===== config.mk =====
export PLATFORM = sky130hd
export DESIGN_NAME = lum_conv_sched
export DESIGN_NICKNAME = d
export VERILOG_FILES = /design/src/rtl/lum_conv_sched.sv
export SDC_FILE = /design/constraint.sdc
export NUM_CORES = 1
export LEC_CHECK = 0
export ABC_AREA = 1
export BUFFER_PORTS_ARGS = -buffer_cell sky130_fd_sc_hd__buf_2
export CORE_MARGIN = 3
export CORE_UTILIZATION = 45
export DETAILED_ROUTE_END_ITERATION = 8
export HOLD_SLACK_MARGIN = 0.02
export PLACE_DENSITY = 0.71
export SLEW_MARGIN = 20
export SYNTH_ARGS = -nofsm -noshare
export SYNTH_HDL_FRONTEND = slang
export SYNTH_SLANG_ARGS = --single-unit

===== constraint.sdc =====
create_clock -name clock -period 2.1 [get_ports clock]
set_input_delay 0.105 -clock clock [delete_from_list [all_inputs] [get_ports clock]]
set_output_delay 0.105 -clock clock [all_outputs]
set_load 0.02 [all_outputs]

===== src/rtl/lum_conv_sched.sv =====
// lum_conv_sched: round-robin scheduler that shares one lum_conv luminance
// converter between CH_NUM requesters. One request is accepted at a time. Its
// exponent/mantissa is held on the converter inputs for MULT_LATENCY cycles.
// The result is then captured into that channel's level register and the
// channel's update strobe is pulsed.
//
// Optional feature (macro LUM_CONV_SCHED_CACHE_EN): each channel remembers the
// last {lum_e, lum_m} it converted. A repeated request is answered without a
// conversion: lum_update pulses and lum_level stays as it is.
//
// Ports:
//   clock, reset             system clock, synchronous active-high reset
//   req_valid[CH_NUM]        per-channel request valid
//   req_lum_e[4*CH_NUM]      per-channel exponent, channel k at [4k+3:4k]
//   req_lum_m[8*CH_NUM]      per-channel mantissa, channel k at [8k+7:8k]
//   req_ready[CH_NUM]        combinational accept strobe, one-hot or zero
//   conv_en                  converter clock enable, 1 outside reset
//   conv_lum_e/conv_lum_m    operands presented to the converter
//   conv_lum_out             converter result
//   lum_level[5*CH_NUM]      per-channel level, channel k at [5k+4:5k]
//   lum_update[CH_NUM]       one-cycle pulse when a channel level is written
//   busy                     high while a conversion is in flight

module lum_conv_sched #(
   parameter int unsigned CH_NUM       = 4,
   parameter int unsigned MULT_LATENCY = 1
) (
   input  logic                  clock,
   input  logic                  reset,
   input  logic [CH_NUM-1:0]     req_valid,
   input  logic [4*CH_NUM-1:0]   req_lum_e,
   input  logic [8*CH_NUM-1:0]   req_lum_m,
   output logic [CH_NUM-1:0]     req_ready,
   output logic                  conv_en,
   output logic [3:0]            conv_lum_e,
   output logic [7:0]            conv_lum_m,
   input  logic [4:0]            conv_lum_out,
   output logic [5*CH_NUM-1:0]   lum_level,
   output logic [CH_NUM-1:0]     lum_update,
   output logic                  busy
);

   localparam int unsigned PTR_W = (CH_NUM > 1) ? $clog2(CH_NUM) : 1;
   localparam int unsigned CNT_W = $clog2(MULT_LATENCY + 1);

   typedef enum logic [1:0] {
      st_idle    = 2'd0,
      st_wait    = 2'd1,
      st_capture = 2'd2
   } state_t;

   state_t             state_q;
   state_t             state_nxt;
   logic [PTR_W-1:0]   ptr_q;
   logic [PTR_W-1:0]   tag_q;
   logic [PTR_W-1:0]   gnt_idx;
   logic [PTR_W-1:0]   scan_idx;
   logic [CNT_W-1:0]   cnt_q;
   logic               gnt_found;
   logic               xfer;
   logic               cache_hit;
   logic [3:0]         sel_e;
   logic [7:0]         sel_m;

   // First valid channel at or above the pointer, wrapping at CH_NUM-1.
   always_comb begin
      gnt_found = 1'b0;
      gnt_idx   = '0;
      scan_idx  = '0;
      for (int unsigned i = 0; i < CH_NUM; i++) begin
         if (32'(ptr_q) + i >= CH_NUM)
            scan_idx = PTR_W'(32'(ptr_q) + i - CH_NUM);
         else
            scan_idx = PTR_W'(32'(ptr_q) + i);
         if (!gnt_found && req_valid[scan_idx]) begin
            gnt_found = 1'b1;
            gnt_idx   = scan_idx;
         end
      end
   end

   assign sel_e     = req_lum_e[4*gnt_idx +: 4];
   assign sel_m     = req_lum_m[8*gnt_idx +: 8];
   assign xfer      = (state_q == st_idle) && gnt_found;
   assign req_ready = xfer ? (CH_NUM'(1) << gnt_idx) : '0;

`ifdef LUM_CONV_SCHED_CACHE_EN
   logic [CH_NUM-1:0] cache_vld_q;
   logic [3:0]        cache_e_q [CH_NUM];
   logic [7:0]        cache_m_q [CH_NUM];

   assign cache_hit = cache_vld_q[gnt_idx] &&
                      (cache_e_q[gnt_idx] == sel_e) &&
                      (cache_m_q[gnt_idx] == sel_m);

   // Cache holds the operands of the last completed conversion per channel.
   always_ff @(posedge clock) begin
      if (reset) begin
         cache_vld_q <= '0;
         for (int unsigned k = 0; k < CH_NUM; k++) begin
            cache_e_q[k] <= '0;
            cache_m_q[k] <= '0;
         end
      end else if (state_q == st_capture) begin
         cache_vld_q[tag_q] <= 1'b1;
         cache_e_q[tag_q]   <= conv_lum_e;
         cache_m_q[tag_q]   <= conv_lum_m;
      end
   end
`else
   assign cache_hit = 1'b0;
`endif

   // State register; busy is registered alongside it.
   always_ff @(posedge clock) begin
      if (reset) begin
         state_q <= st_idle;
         busy    <= 1'b0;
      end else begin
         state_q <= state_nxt;
         busy    <= (state_nxt != st_idle);
      end
   end

   // Next-state logic.
   always_comb begin
      state_nxt = state_q;
      case (state_q)
         st_idle:    if (xfer && !cache_hit) state_nxt = st_wait;
         st_wait:    if (cnt_q == CNT_W'(1)) state_nxt = st_capture;
         st_capture: state_nxt = st_idle;
         default:    state_nxt = st_idle;
      endcase
   end

   // Datapath: operand hold, latency counter, result capture and strobes.
   always_ff @(posedge clock) begin
      if (reset) begin
         conv_en    <= 1'b0;
         ptr_q      <= '0;
         tag_q      <= '0;
         cnt_q      <= '0;
         conv_lum_e <= '0;
         conv_lum_m <= '0;
         lum_level  <= '0;
         lum_update <= '0;
      end else begin
         conv_en    <= 1'b1;
         lum_update <= '0;
         if (xfer) begin
            ptr_q <= (gnt_idx == PTR_W'(CH_NUM - 1)) ? '0 : gnt_idx + PTR_W'(1);
            if (cache_hit) begin
               lum_update[gnt_idx] <= 1'b1;
            end else begin
               conv_lum_e <= sel_e;
               conv_lum_m <= sel_m;
               tag_q      <= gnt_idx;
               cnt_q      <= CNT_W'(MULT_LATENCY);
            end
         end
         if (state_q == st_wait)
            cnt_q <= cnt_q - CNT_W'(1);
         // Result is stored unmodified; saturation is the converter's job.
         if (state_q == st_capture) begin
            lum_level[5*tag_q +: 5] <= conv_lum_out;
            lum_update[tag_q]       <= 1'b1;
         end
      end
   end

endmodule


==> tab_implementation.tex <==
\begin{tabular}{lr}
\hline
Metric & Value \\
\hline
\multicolumn{2}{l}{\textbf{Drt}} \\
\quad Routed via count & 2811 \\
\quad Starting DRC count in detailed routing & 109 \\
\quad Drt pass-1 iters & 4 \\
\quad Post-route DRC & 0 \\
\quad Routed wire per std cell & 11.9 um \\
\quad Number of routed nets with antenna violations & 0 \\
\quad Routed wire length & 6990 um \\
\quad Routed vias/inst & 4.77 \\
\multicolumn{2}{l}{\textbf{Synth}} \\
\quad Library cells used by synthesis & 25 \\
\quad Main combinational cell family by area after synthesis & simple AND/OR/NAND/NOR gates \\
\quad Largest cells by area after synthesis & sky130\_fd\_sc\_hd\_\_dfxtp\_1 (34\%), sky130\_fd\_sc\_hd\_\_nand2\_1 (18\%), sky130\_fd\_sc\_hd\_\_nor2\_1 (9.4\%) \\
\quad Synthesized-area fraction occupied by ao, oa, aoi and oai cells & 0.0737 \\
\quad YS warnings & 0 \\
\quad Part of the Yosys area used for sequential elements & 0.340 \\
\quad Post-Synthesis Cell Area & 0.00265 mm2 \\
\quad Area fraction of the dominant cell type after synthesis & 0.340 \\
\quad Adder-cell share of the synthesized area & 0.0567 \\
\quad Total nets after synthesis & 474 \\
\quad Mux contribution to synthesized area & 0 \\
\quad Average cell area after synthesis & 6.57 um2 \\
\quad Synth Area in XOR/XNOR & 0.00331 \\
\quad Seq cells post-synth & 45 \\
\quad Biggest area consumer among synthesized cells & sky130\_fd\_sc\_hd\_\_dfxtp\_1 \\
\quad Basic-gate share of the synthesized area counting and, or, nand and nor cells & 0.416 \\
\quad Cells after Synth & 403 \\
\multicolumn{2}{l}{\textbf{Global routing}} \\
\quad Met1 Use GR & 0.259 \\
\quad GRT overflow & 0 \\
\quad Pin count of the biggest net entering global routing & 34 \\
\quad Initial antenna violation count & 0 \\
\quad Via count of the first global-routing pass & 2604 \\
\quad Met3 track demand over resource in global routing & 0.0466 \\
\quad Combined global-route utilization of all metal layers & 0.207 \\
\quad Wire length of the first global-routing pass & 11100 um \\
\quad Most used routing layer & met2 \\
\quad GR met2 Demand/Resource & 0.355 \\
\multicolumn{2}{l}{\textbf{Floorplanning}} \\
\quad Initial standard-cell utilization of the core & 0.472 \\
\quad Floorplan Core Area & 0.00561 mm2 \\
\quad Top-level I/O count & 101 \\
\quad Width of the die & 82.7 um \\
\quad Row cnt & 27 \\
\quad Die H & 82.7 um \\
\quad Die area & 0.00684 mm2 \\
\multicolumn{2}{l}{\textbf{Clock network}} \\
\quad Clk\_lat worst skew & 0.30 ns \\
\quad Maximum buffer depth of the clock tree & 2 \\
\quad CTS H-Tree Depth & 2 \\
\quad Root buffer cell & sky130\_fd\_sc\_hd\_\_clkbuf\_8 \\
\quad Clock tree from TritonCTS & yes \\
\quad Clock-pin slew on the worst setup and hold paths & 0.08 ns \\
\quad CTS Buf Count & 5 \\
\quad Sinks on the clock net & 45 \\
\multicolumn{2}{l}{\textbf{Setup path}} \\
\quad Worst setup path class & reg -> out \\
\quad Data required time of the worst path & 2.00 ns \\
\quad Biggest fanout along the worst timing path & 6 \\
\quad CP peak stage delay & 0.40 ns \\
\quad Setup crit start kind & flip-flop \\
\quad Worst path cell trace & buf\_6 > nand2\_2 > nand2\_2 > nand2\_2 > nand2\_2 > nor2\_4 > nand3\_2 > nand3\_2 > nand2\_4 > inv\_6 > ha\_4 > inv\_2 > nor2\_4 > buf\_6 \\
\quad Worst path slowest cell & sky130\_fd\_sc\_hd\_\_dfxtp\_4 \\
\quad Cell repeated most along the worst path & sky130\_fd\_sc\_hd\_\_nand2\_2 \\
\quad Endpoint kind of the worst setup timing path & output pin \\
\quad Data arrival time at the worst-slack endpoint & 2.03 ns \\
\multicolumn{2}{l}{\textbf{Timing}} \\
\quad Setup repair after global routing missed its margin & true \\
\quad Final worst path period need & 2.13 ns \\
\quad Clock skew & 0.00694 ns \\
\quad Total count of hold-check failures in the final report & 0 \\
\quad Final setup violation count & 4 \\
\quad Achievable Freq & 469 MHz \\
\quad Worst slew slack as a fraction of its limit & 0.754 \\
\quad Transition time at the pin with the least slew margin & 0.368 ns \\
\quad Worst hold slack & 0.0833 ns \\
\quad Share of the clock period used by the worst path & 1.02 \\
\quad Final WS setup & -0.0325 ns \\
\quad Number of slew-limit violations in the final report & 0 \\
\multicolumn{2}{l}{\textbf{Placed design}} \\
\quad Worst setup slack before clock tree synthesis & -0.0413 ns \\
\quad Instance area after placement & 0.00322 mm2 \\
\quad Total of buffers placed on input and output ports & 100 \\
\quad Routability-driven placement congestion ratio & 0.848 \\
\quad Dpl hpwl & 5160 um \\
\multicolumn{2}{l}{\textbf{Cells and area}} \\
\quad Area growth from synthesis to layout & 36.1\% \\
\quad Post-route cell area & 0.00360 mm2 \\
\quad Final-stage net count & 587 \\
\quad Post-layout util & 0.643 \\
\quad Fill count & 533 \\
\quad Number of antenna repair diodes & 0 \\
\quad Fraction of final layout cells sized beyond drive strength 1 & 0.358 \\
\multicolumn{2}{l}{\textbf{Pwr}} \\
\quad Leakage power of the design & 1.94 nW \\
\quad Power density over the cells & 1580 mW/mm2 \\
\quad VDD IR-drop max & 0.00111 V \\
\multicolumn{2}{l}{\textbf{Run}} \\
\quad Max-cap violations & 0 \\
\multicolumn{2}{l}{\textbf{Min path}} \\
\quad Worst hold-check path type & in -> reg \\
\multicolumn{2}{l}{\textbf{Status}} \\
\quad Status & finished, violations left \\
\quad Failing checks & negative setup slack \\
\hline
\end{tabular}
## layout make-up
cell class / instances / area [um2] / area share
Multi-Input combinational cell: 294 / 1590 / 0.440
Sequential cell: 45 / 908 / 0.252
Timing Repair Buffer: 119 / 668 / 0.185
Inverter: 51 / 216 / 0.0601
Tap cell: 72 / 90.1 / 0.0250
Clock buffer: 5 / 68.8 / 0.0191
Clock inverter: 3 / 65.1 / 0.0181
## cell families after synthesis
group | Yosys count
AOI/OAI and AO/OA | 32
xor gates and xnor gates | 1
adders and majority gates | 12
buffers and inverters | 64
DFF | 45
and+or+nand+nor | 249
## layout by cell type, fill, tap and decap left out, types with 3 or more instances in the layout
master / synthesis / routed
sky130_fd_sc_hd__nand4_1: 12 / 12
sky130_fd_sc_hd__nand2_1: 125 / 110
sky130_fd_sc_hd__o21ai_0: 6 / 6
sky130_fd_sc_hd__dfxtp_1: 45 / 43
sky130_fd_sc_hd__nand2_2: 5 / 16
sky130_fd_sc_hd__a21oi_1: 18 / 18
sky130_fd_sc_hd__nand3_2: 1 / 7
sky130_fd_sc_hd__nand2_4: 2 / 6
sky130_fd_sc_hd__nor2_1: 66 / 63
sky130_fd_sc_hd__buf_4: 0 / 19
sky130_fd_sc_hd__inv_2: 6 / 7
sky130_fd_sc_hd__or3_1: 5 / 5
sky130_fd_sc_hd__nand3_4: 3 / 3
sky130_fd_sc_hd__clkbuf_8: 0 / 5
sky130_fd_sc_hd__buf_2: 4 / 96
sky130_fd_sc_hd__nor2_4: 2 / 3
sky130_fd_sc_hd__a211oi_2: 3 / 3
sky130_fd_sc_hd__nand3_1: 28 / 22
sky130_fd_sc_hd__ha_1: 12 / 8
sky130_fd_sc_hd__inv_1: 41 / 37
sky130_fd_sc_hd__a22oi_1: 5 / 5
sky130_fd_sc_hd__buf_6: 5 / 4
## power by group
| group | internal (mW) | switching [mW] |
|---|---|---|
| Clock | 0.473 | 0.309 |
| Combinational | 1.40 | 2.33 |
| Sequential | 1.03 | 0.141 |
## per-stage QoR
| step | instances | power [mW] | TNS [ns] |
|---|---|---|---|
| floorplan | 403 | 3.61 | 0 |
| global placement | 572 | 4.23 | 0 |
| detailed placement | 572 | 4.29 | -0.168 |
| global route | 589 | 6.20 | -0.489 |
| CTS | 586 | 5.36 | -0.0104 |
| finish | 589 | 5.69 | -0.0802 |
## worst paths after layout
kind	from	to	slack, ns	depth (start not counted)
worst max-delay path	ptr_q[0]	req_ready[3]	-0.03	14
worst min-delay path	conv_lum_out[1]	lum_level[1]	0.08	3
worst max register to register	ptr_q[0]	conv_lum_m[3]	0.14	15
worst min register to register	lum_level[18]	lum_level[18]	0.47	2
## sequential cells by signal (all words and copies together) (netlist names)
| signal | flops |
|---|---|
| state_q | 2 |
| tag_q | 2 |
| cnt_q | 1 |
| conv_lum_m | 8 |
| ptr_q | 2 |
| busy | 1 |
| conv_lum_e | 4 |
| lum_level | 20 |
| conv_en | 1 |
| lum_update | 4 |
## critical path, delay by kind of cell, from the launching register on
family	cells	cell delay, ns
fa+ha+maj	1	0.13
buf+inv	4	0.40
flops	1	0.40
simple gates	9	0.79
## Yosys cell counts
cell type,number
sky130_fd_sc_hd__nand2_1,125
sky130_fd_sc_hd__nor2_1,66
sky130_fd_sc_hd__dfxtp_1,45
sky130_fd_sc_hd__inv_1,41
sky130_fd_sc_hd__nand3_1,28
sky130_fd_sc_hd__a21oi_1,18
sky130_fd_sc_hd__ha_1,12
sky130_fd_sc_hd__nand4_1,12
sky130_fd_sc_hd__inv_2,6
sky130_fd_sc_hd__o21ai_0,6
sky130_fd_sc_hd__a22oi_1,5
sky130_fd_sc_hd__buf_6,5
sky130_fd_sc_hd__nand2_2,5
sky130_fd_sc_hd__or3_1,5
sky130_fd_sc_hd__buf_2,4
sky130_fd_sc_hd__clkbuf_1,4
sky130_fd_sc_hd__a211oi_2,3
sky130_fd_sc_hd__nand3_4,3
sky130_fd_sc_hd__clkinv_1,2
sky130_fd_sc_hd__nand2_4,2
sky130_fd_sc_hd__nor2_4,2
sky130_fd_sc_hd__inv_4,1
sky130_fd_sc_hd__inv_6,1
sky130_fd_sc_hd__nand3_2,1
sky130_fd_sc_hd__xnor2_1,1
## timing repair
| action | 4_1_cts | 5_1_grt |
|---|---|---|
| setup endpoints to repair | 13 | 12 |
| resized for setup | 19 | 41 |
| pin swaps | 7 | 19 |
| buffers inserted | 6 | 4 |
| gates cloned | 0 | 0 |
| hold buffers | 0 | 0 |
## layer usage
metal	up-vias	part of all wire
met4	0	0.0020
li1	1491	-
met3	2	0.058
met1	1232	0.45
met5	-	0
met2	86	0.49
Note: power is estimated with default switching activity, not from simulation.
